**config.mk**
```make
export PLATFORM = sky130hd
export DESIGN_NAME = bar_foo_reduce_stage_flat
export DESIGN_NICKNAME = d
export VERILOG_FILES = /design/src/rtl/bar_foo_reduce_stage_if.sv /design/src/rtl/bar_foo_reduce_stage.sv /design/src/flat_wrapper.sv
export SDC_FILE = /design/constraint.sdc
export NUM_CORES = 1
export LEC_CHECK = 0
export ABC_AREA = 1
export CAP_MARGIN = 15
export CORE_UTILIZATION = 43
export DETAILED_ROUTE_END_ITERATION = 8
export GPL_ROUTABILITY_DRIVEN = 0
export PLACE_DENSITY = 0.74
export RECOVER_POWER = 100
export SKIP_CTS_REPAIR_TIMING = 1
export SLEW_MARGIN = 20
export SYNTH_ARGS = -nofsm -noshare
export SYNTH_HDL_FRONTEND = slang
export SYNTH_SLANG_ARGS = --single-unit
export TNS_END_PERCENT = 20
```
**constraint.sdc**
```tcl
create_clock -name CLK -period 1.25 [get_ports CLK]
set_input_delay 0.125 -clock CLK [delete_from_list [all_inputs] [get_ports CLK]]
set_output_delay 0.125 -clock CLK [all_outputs]
set_load 0.03 [all_outputs]
```
**src/rtl/bar_foo_reduce_stage_if.sv**
```systemverilog
// Operand and result handshake channels of the bar_foo reduce stage.
// master is the stage itself; slave is the surrounding environment.
interface bar_foo_reduce_stage_if #(
    parameter int WIDTH = 4
);
    logic             in_valid;
    logic             in_ready;
    logic [WIDTH-1:0] in1;
    logic [WIDTH-1:0] in2;
    logic             handshake_valid;
    logic             handshake_ready;
    logic             out;
    logic [WIDTH:0]   sum;

    modport master (
        input  in_valid, in1, in2, handshake_ready,
        output in_ready, handshake_valid, out, sum
    );

    modport slave (
        output in_valid, in1, in2, handshake_ready,
        input  in_ready, handshake_valid, out, sum
    );
endinterface

```
**src/rtl/bar_foo_reduce_stage.sv**
```systemverilog
// Reduces nibble pairs to a flag and a sum, buffering results
// in a small FIFO ahead of the handshake output channel.
module bar_foo_reduce_stage #(
    parameter int WIDTH = 4,
    parameter int DEPTH = 2,
    parameter int CNT_W = 8,
    localparam int CW = $clog2(DEPTH + 1),
    localparam int PW = (DEPTH > 1) ? $clog2(DEPTH) : 1
) (
    input  logic                    CLK,
    input  logic                    RESETN,
    bar_foo_reduce_stage_if.master  io,
    output logic [CW-1:0]           count,
    output logic [CNT_W-1:0]        txn_cnt
);

    logic [PW-1:0]    wr_ptr_q, wr_ptr_d;
    logic [PW-1:0]    rd_ptr_q, rd_ptr_d;
    logic [CW-1:0]    count_q, count_d;
    logic [CNT_W-1:0] txn_q, txn_d;
    logic             flag_q [DEPTH];
    logic             flag_d [DEPTH];
    logic [WIDTH:0]   sum_q  [DEPTH];
    logic [WIDTH:0]   sum_d  [DEPTH];
    logic             push;
    logic             pop;
    logic             hv;

    always_comb begin
        hv         = (count_q != '0);
        io.in_ready = (count_q < CW'(DEPTH));
        push       = io.in_valid & io.in_ready;
        pop        = hv & io.handshake_ready;

        // Pointers wrap explicitly so DEPTH need not be a power of two
        wr_ptr_d = wr_ptr_q;
        if (push)
            wr_ptr_d = (wr_ptr_q == PW'(DEPTH - 1)) ? '0 : wr_ptr_q + PW'(1);
        rd_ptr_d = rd_ptr_q;
        if (pop)
            rd_ptr_d = (rd_ptr_q == PW'(DEPTH - 1)) ? '0 : rd_ptr_q + PW'(1);

        unique case ({push, pop})
            2'b10:   count_d = count_q + CW'(1);
            2'b01:   count_d = count_q - CW'(1);
            default: count_d = count_q;
        endcase

        txn_d = push ? txn_q + CNT_W'(1) : txn_q;

        flag_d = flag_q;
        sum_d  = sum_q;
        if (push) begin
            flag_d[wr_ptr_q] = (|io.in1) & (&io.in1) & io.in2[0];
            sum_d[wr_ptr_q]  = {1'b0, io.in1} + {1'b0, io.in2};
        end

        io.handshake_valid = hv;
        io.out = hv ? flag_q[rd_ptr_q] : 1'b0;
        io.sum = hv ? sum_q[rd_ptr_q] : '0;
        count   = count_q;
        txn_cnt = txn_q;
    end

    always_ff @(posedge CLK) begin
        if (!RESETN) begin
            wr_ptr_q <= '0;
            rd_ptr_q <= '0;
            count_q  <= '0;
            txn_q    <= '0;
        end else begin
            wr_ptr_q <= wr_ptr_d;
            rd_ptr_q <= rd_ptr_d;
            count_q  <= count_d;
            txn_q    <= txn_d;
        end
    end

    // Entry storage is only observable through count_q, so it needs no reset
    always_ff @(posedge CLK) begin
        flag_q <= flag_d;
        sum_q  <= sum_d;
    end

endmodule

```
**src/flat_wrapper.sv**
```systemverilog
// flat-port wrapper written by rule: the top's interface ports become plain ports
module bar_foo_reduce_stage_flat 
#(
    parameter int WIDTH = 4,
    parameter int DEPTH = 2,
    parameter int CNT_W = 8,
    localparam int CW = $clog2(DEPTH + 1),
    localparam int PW = (DEPTH > 1) ? $clog2(DEPTH) : 1
)
  (CLK, RESETN, count, txn_cnt, io_in_valid, io_in1, io_in2, io_handshake_ready, io_in_ready, io_handshake_valid, io_out, io_sum);
  bar_foo_reduce_stage_if #(.WIDTH(WIDTH)) io_i ();
  input  logic CLK;
  input  logic RESETN;
  output logic [CW-1:0] count;
  output logic [CNT_W-1:0] txn_cnt;
  input wire logic [$bits(io_i.in_valid)-1:0] io_in_valid;
  input wire logic [$bits(io_i.in1)-1:0] io_in1;
  input wire logic [$bits(io_i.in2)-1:0] io_in2;
  input wire logic [$bits(io_i.handshake_ready)-1:0] io_handshake_ready;
  output wire logic [$bits(io_i.in_ready)-1:0] io_in_ready;
  output wire logic [$bits(io_i.handshake_valid)-1:0] io_handshake_valid;
  output wire logic [$bits(io_i.out)-1:0] io_out;
  output wire logic [$bits(io_i.sum)-1:0] io_sum;
  assign io_i.in_valid = io_in_valid;
  assign io_i.in1 = io_in1;
  assign io_i.in2 = io_in2;
  assign io_i.handshake_ready = io_handshake_ready;
  assign io_in_ready = io_i.in_ready;
  assign io_handshake_valid = io_i.handshake_valid;
  assign io_out = io_i.out;
  assign io_sum = io_i.sum;
  bar_foo_reduce_stage #(.WIDTH(WIDTH), .DEPTH(DEPTH), .CNT_W(CNT_W)) u_core (.CLK(CLK), .RESETN(RESETN), .io(io_i), .count(count), .txn_cnt(txn_cnt));
endmodule
```
* Word-level counts from Yosys, hierarchy flattened
Cells that the tools add are included.
** Operators by class
- Add/subtract/negate cells :: 6
- $lt $le $gt $ge :: 4
- Eq/ne operators :: 2
- Mux-type cells :: 17
- Bitwise operators :: 6
- Reduce and logical (&&, ||, !) cells :: 5
** Operators by type and width (number)
- $mux 5 :: 5
- $bwmux 10 :: 1
- $add 8x1->8 const B :: 1
- $mux 1 :: 7
- $add 4x4->5 :: 1
- $demux 5 s1 :: 1
- $and 1x1->1 :: 4
- $ge 2x2->1 const B :: 2
- $not 1->2 :: 2
- $pmux 2 s2 :: 1
- $reduce_and 4->1 :: 1
- $reduce_bool 2->1 :: 2
- $reduce_or 4->1 :: 1
- $add 1x1->1 const B :: 2
- $add 2x1->2 const B :: 1
- $bwmux 2 :: 1
- $eq 2x1->1 const B :: 1
- $eq 2x2->1 const B :: 1
- $lt 2x1->1 const B :: 1
- $lt 2x2->1 const B :: 1
- $sub 2x1->2 const B :: 1
- $demux 1 s1 :: 1
- $logic_and 1x1->1 :: 1
** Word-level totals
- Register bits after elaboration :: 24
- Output and inout bits :: 18
- Logic and storage cells :: 48

* Longest topological paths before layout
Gate-level depths: netlist of run 1.
- Depth in word-level cells :: 6
- Depth in mapped cells :: 8

* Least setup slack after synthesis of run 1
No wires, ideal clock.
- Path kind :: flip-flop to flip-flop
- Start point :: register u_core.count_q[1], in the netlist u_core.count[1]
- End point :: register u_core.count_q[1], in the netlist u_core.count[1]
- Setup time :: 114 ps
- Arrival :: 1532 ps
- Path slack :: -396 ps
- Stages on the path, launching flop included :: 8
- Clock period less this slack :: 1646 ps
- Cells stage by stage :: dfxtp_1 inv_4 nand2_2 ha_1 nor3b_2 nand2_1 nand2_1 nor2_1
** Between the ends
- Cells in the longest elaborated chain, start to end :: 4
- Elaborated cells on any way between the ends :: 10
- Classes of those cells :: add/sub (2); order compare (1); eq/ne (2); mux (1); bitwise (2); reduce/logical (2)
** RTL lines
- start, declared :: RTL line bar_foo_reduce_stage.sv:19 : logic [CW-1:0] count_q, count_d;
- start signal, assigned :: RTL line bar_foo_reduce_stage.sv:74 : count_q <= count_d;
- $lt 2x2->1 (*) :: RTL line bar_foo_reduce_stage.sv:31 : io.in_ready = (count_q < CW'(DEPTH));
- net io_in_ready :: RTL line flat_wrapper.sv:20 : output wire logic [$bits(io_i.in_ready)-1:0] io_in_ready;
- $and 1x1->1 (*) :: RTL line bar_foo_reduce_stage.sv:32 : push = io.in_valid & io.in_ready;
- $eq 2x1->1 or $eq 2x2->1 (tied branches) :: RTL line bar_foo_reduce_stage.sv:43 : unique case ({push, pop})
- $pmux 2 s2 or $reduce_bool 2->1 (tied branches)
The timed path passes the listed nets; every way through them passes the cells marked *.
A chain may end at the register's enable or synchronous reset.

* Final worst setup path of run 1
- Start point :: register u_core.count_q[1], in the netlist u_core.count[1]
- End point :: output port io_out
** Between the ends
- Cells in the longest elaborated chain, start to end :: 2
** RTL lines
- $reduce_bool 2->1 :: RTL line bar_foo_reduce_stage.sv:30 : hv = (count_q != '0);
- $mux 1 :: RTL line bar_foo_reduce_stage.sv:59 : io.out = hv ? flag_q[rd_ptr_q] : 1'b0;
- end, declared :: RTL line flat_wrapper.sv:22 : output wire logic [$bits(io_i.out)-1:0] io_out;
No other way between the ends.

==> impl_metrics.json, run 1 <==
{
  "status": "finished, violations left",
  "violations": "setup timing",
  "yosys_warnings": 0,
  "initial_core_util_pct": 46.88,
  "tightest_slew_ns": 0.3229,
  "p_per_area_mw_per_mm2": 1661,
  "vdd_ir_drop_max_v": 0.001196,
  "grt_overflow": 0,
  "drive_gt1_share_pct": 31.28,
  "synth.most_common_cell": "nand2_1",
  "synth-xor-area-share_pct": 2.911,
  "grt_max_degree": 14,
  "fin_area_mm2": 0.001774,
  "cts_tree": "done",
  "place_inst": 205,
  "maxCapViolCount": 0,
  "cts_buffer_depth": 2,
  "dp_hpwl_um": 1779,
  "clk_latency_ns": 0.30,
  "r2r_setup_slack_ns": -0.01,
  "hold_violations": 0,
  "area_delta_synth_final_pct": 47.40,
  "drv_slew": 0,
  "ant_nets": 0,
  "clock.fmax_ghz": 0.7589,
  "synth.area.top_cells": "edfxtp_1 30%, dfxtp_1 20%, nand2_1 10%, ha_1 6.2%, nor2_1 5.9%",
  "maxSlewHeadroom_pct": 78.44,
  "viasPerCell": 4.675,
  "synth_top_family_by_area": "simple AND/OR/NAND/NOR gates",
  "yosys.area_share.simple_pct": 28.27,
  "synth_compound_area_share_pct": 5.821,
  "dpl-instance-area_mm2": 0.001640,
  "drt-total-wl_um": 2278,
  "syn_nets": 152,
  "synth_edf_count": 12,
  "hold_path.class": "input pin to register",
  "syn_avg_cell_area_um2": 9.050,
  "cp_cell_sequence": "nor2_4 -> buf_6 -> a21oi_2 -> buf_6",
  "drtIter0Drc": 25,
  "wire_per_inst_um": 10.90,
  "gr-usage-all-layers_pct": 17.06,
  "path_buf_inv": 2,
  "yosys.area.top_type_share_pct": 29.94,
  "end_kind": "primary output",
  "grt_pass1_vias": 935,
  "path_max_fanout": 7,
  "final_nets": 199,
  "cp_data_arrival_time_ns": 1.19,
  "p_leak_nw": 0.9172,
  "grt_first_pass_wirelength_um": 3588,
  "io_pins": 30,
  "worstPathRequired_ns": 1.12,
  "synth-adder-area-share_pct": 7.900,
  "fin_crit_sh_pct": 105.4,
  "ys_seq_area_share_pct": 49.90,
  "num_antenna_cells": 0,
  "fillers": 212,
  "route.detailed.drc": 0,
  "cpPeakStageDelay_ns": 0.42,
  "io_buffers": 29,
  "synth.distinct_cells": 23,
  "ys_seq_elements": 24,
  "cts_sinks": 24,
  "cp_slowest_cell": "dfxtp_4",
  "htree_levels": 1,
  "core-area_mm2": 0.002567,
  "drt-pass1-iter-count": 4,
  "rsz0062_at_grt": "true",
  "rows": 18,
  "syn-instance-count": 133,
  "path_common_cell": "buf_6",
  "worstSetupStartpointType": "register",
  "cts_made_buffers": 3,
  "post-route-min-period_ns": 1.318,
  "final-setup-viol-count": 10,
  "clkTransAtPathRegs_ns": 0.13,
  "clk_root_buffer_cell": "clkbuf_4",
  "path_class": "register to primary output",
  "fp.dieH_um": 54.91,
  "die_width_um": 54.91,
  "vias": 977,
  "die_area_mm2": 0.003015,
  "clock-skew-final_ns": 0.004714,
  "antenna_found_initial": 0,
  "fin_ws_ns": -0.06768,
  "synthArstFlopShare_pct": 0,
  "synthFlopType": "edfxtp_1",
  "stdcell_count": 209,
  "synth_top_area_cell": "edfxtp_1",
  "muxShareOfSynthArea_pct": 0,
  "syn_area_mm2": 0.001204,
  "synthTopCellsByCount": "32 x nand2_1, 19 x nor2_1, 12 x dfxtp_1, 12 x edfxtp_1, 11 x a21oi_1",
  "critPathTopFamily": "flip-flops"
}
==> routing by layer <==
| layer | vias to the layer above | global-route usage [%] | part of all wire, % |
|---|---|---|---|
| met5 | - | 0 | 0 |
| met4 | 0 | 5.833 | 1.4 |
| met2 | 23 | 31.53 | 52 |
| li1 | 521 | - | - |
| met1 | 429 | 19.06 | 42 |
| met3 | 4 | 3.825 | 3.8 |
==> metrics by stage <==
step           TNS, ns  utilization, %  power [mW]  setup slack [ns]  hold WS, ns
3_3_place_gp    -4.688           63.89       2.402           -0.3707       0.4926
6_report       -0.4384           69.10       2.947          -0.06768       0.2247
2_1_floorplan  -0.2551               -       1.922          -0.05093       0.3390
4_1_cts         -3.657           64.91       2.770           -0.2827       0.5118
3_5_place_dp    -5.421           63.89       2.435           -0.4413       0.5027
5_1_grt         -1.026           69.10       3.116           -0.1288       0.2420
==> layout make-up <==
type                       count  area (um2)  area share [%]
sequential                    24       613.1           34.56
multi-input combinational     93       596.8           33.64
timing repair buffer          44       440.4           24.82
inverter                      14       60.06           3.385
tap                           30       37.54           2.116
clock buffer                   4       26.28           1.481
==> sequential cells by signal, summed over array words and instances, names as in the netlist <==
name	count
u_core.sum_q	10
u_core.txn_cnt	8
u_core.count	2
u_core.flag_q	2
u_core.rd_ptr_q	1
u_core.wr_ptr_q	1
==> where the power goes <==
part | internal (mW) | switching [mW]
logic | 0.652 | 0.843
registers | 0.990 | 0.122
clock network | 0.124 | 0.215
total | 1.77 | 1.18
==> cells in the final DEF (no fill, tap or decap), types with 3 or more instances in the layout <==
cell and count:
a21oi_1 5, a21oi_2 6, buf_4 15, buf_6 8, clkbuf_4 3, clkdlybuf4s50_1 8
dfxtp_1 8, dfxtp_4 3, dlymetal6s2s_1 11, edfxtp_1 12, ha_1 4, inv_1 9
inv_2 3, nand2_1 32, nand3_1 5, nor2_1 19, nor2_4 3, o21ai_1 3
xor2_1 3
==> path summary, 6_finish.rpt <==
check                                        from                 to  cells after the start
worst min register to register  u_core.txn_cnt[7]  u_core.txn_cnt[7]                      2
worst max register to register    u_core.count[0]    u_core.count[1]                      7
worst max-delay path              u_core.count[1]             io_out                      4
worst min-delay path                    io_in1[0]    u_core.sum_q[5]                      2
==> kinds of logic (layout without fill, tap and decap cells) <==
group           count (synthesis)  count (layout)
compound gates                 14              14
simple gates                   68              68
flops                          24              24
fa+ha+maj                       7               7
buf+inv                        16              62
xor+xnor                        4               4
Note: power is estimated with default switching activity, not from simulation.
==> run 2: changes to the inputs <==
Settings changed: HOLD_SLACK_MARGIN set to 0.06.
==> results of run 2 <==
Same layout as run 1: the final DEF is identical, and so are final timing and power.
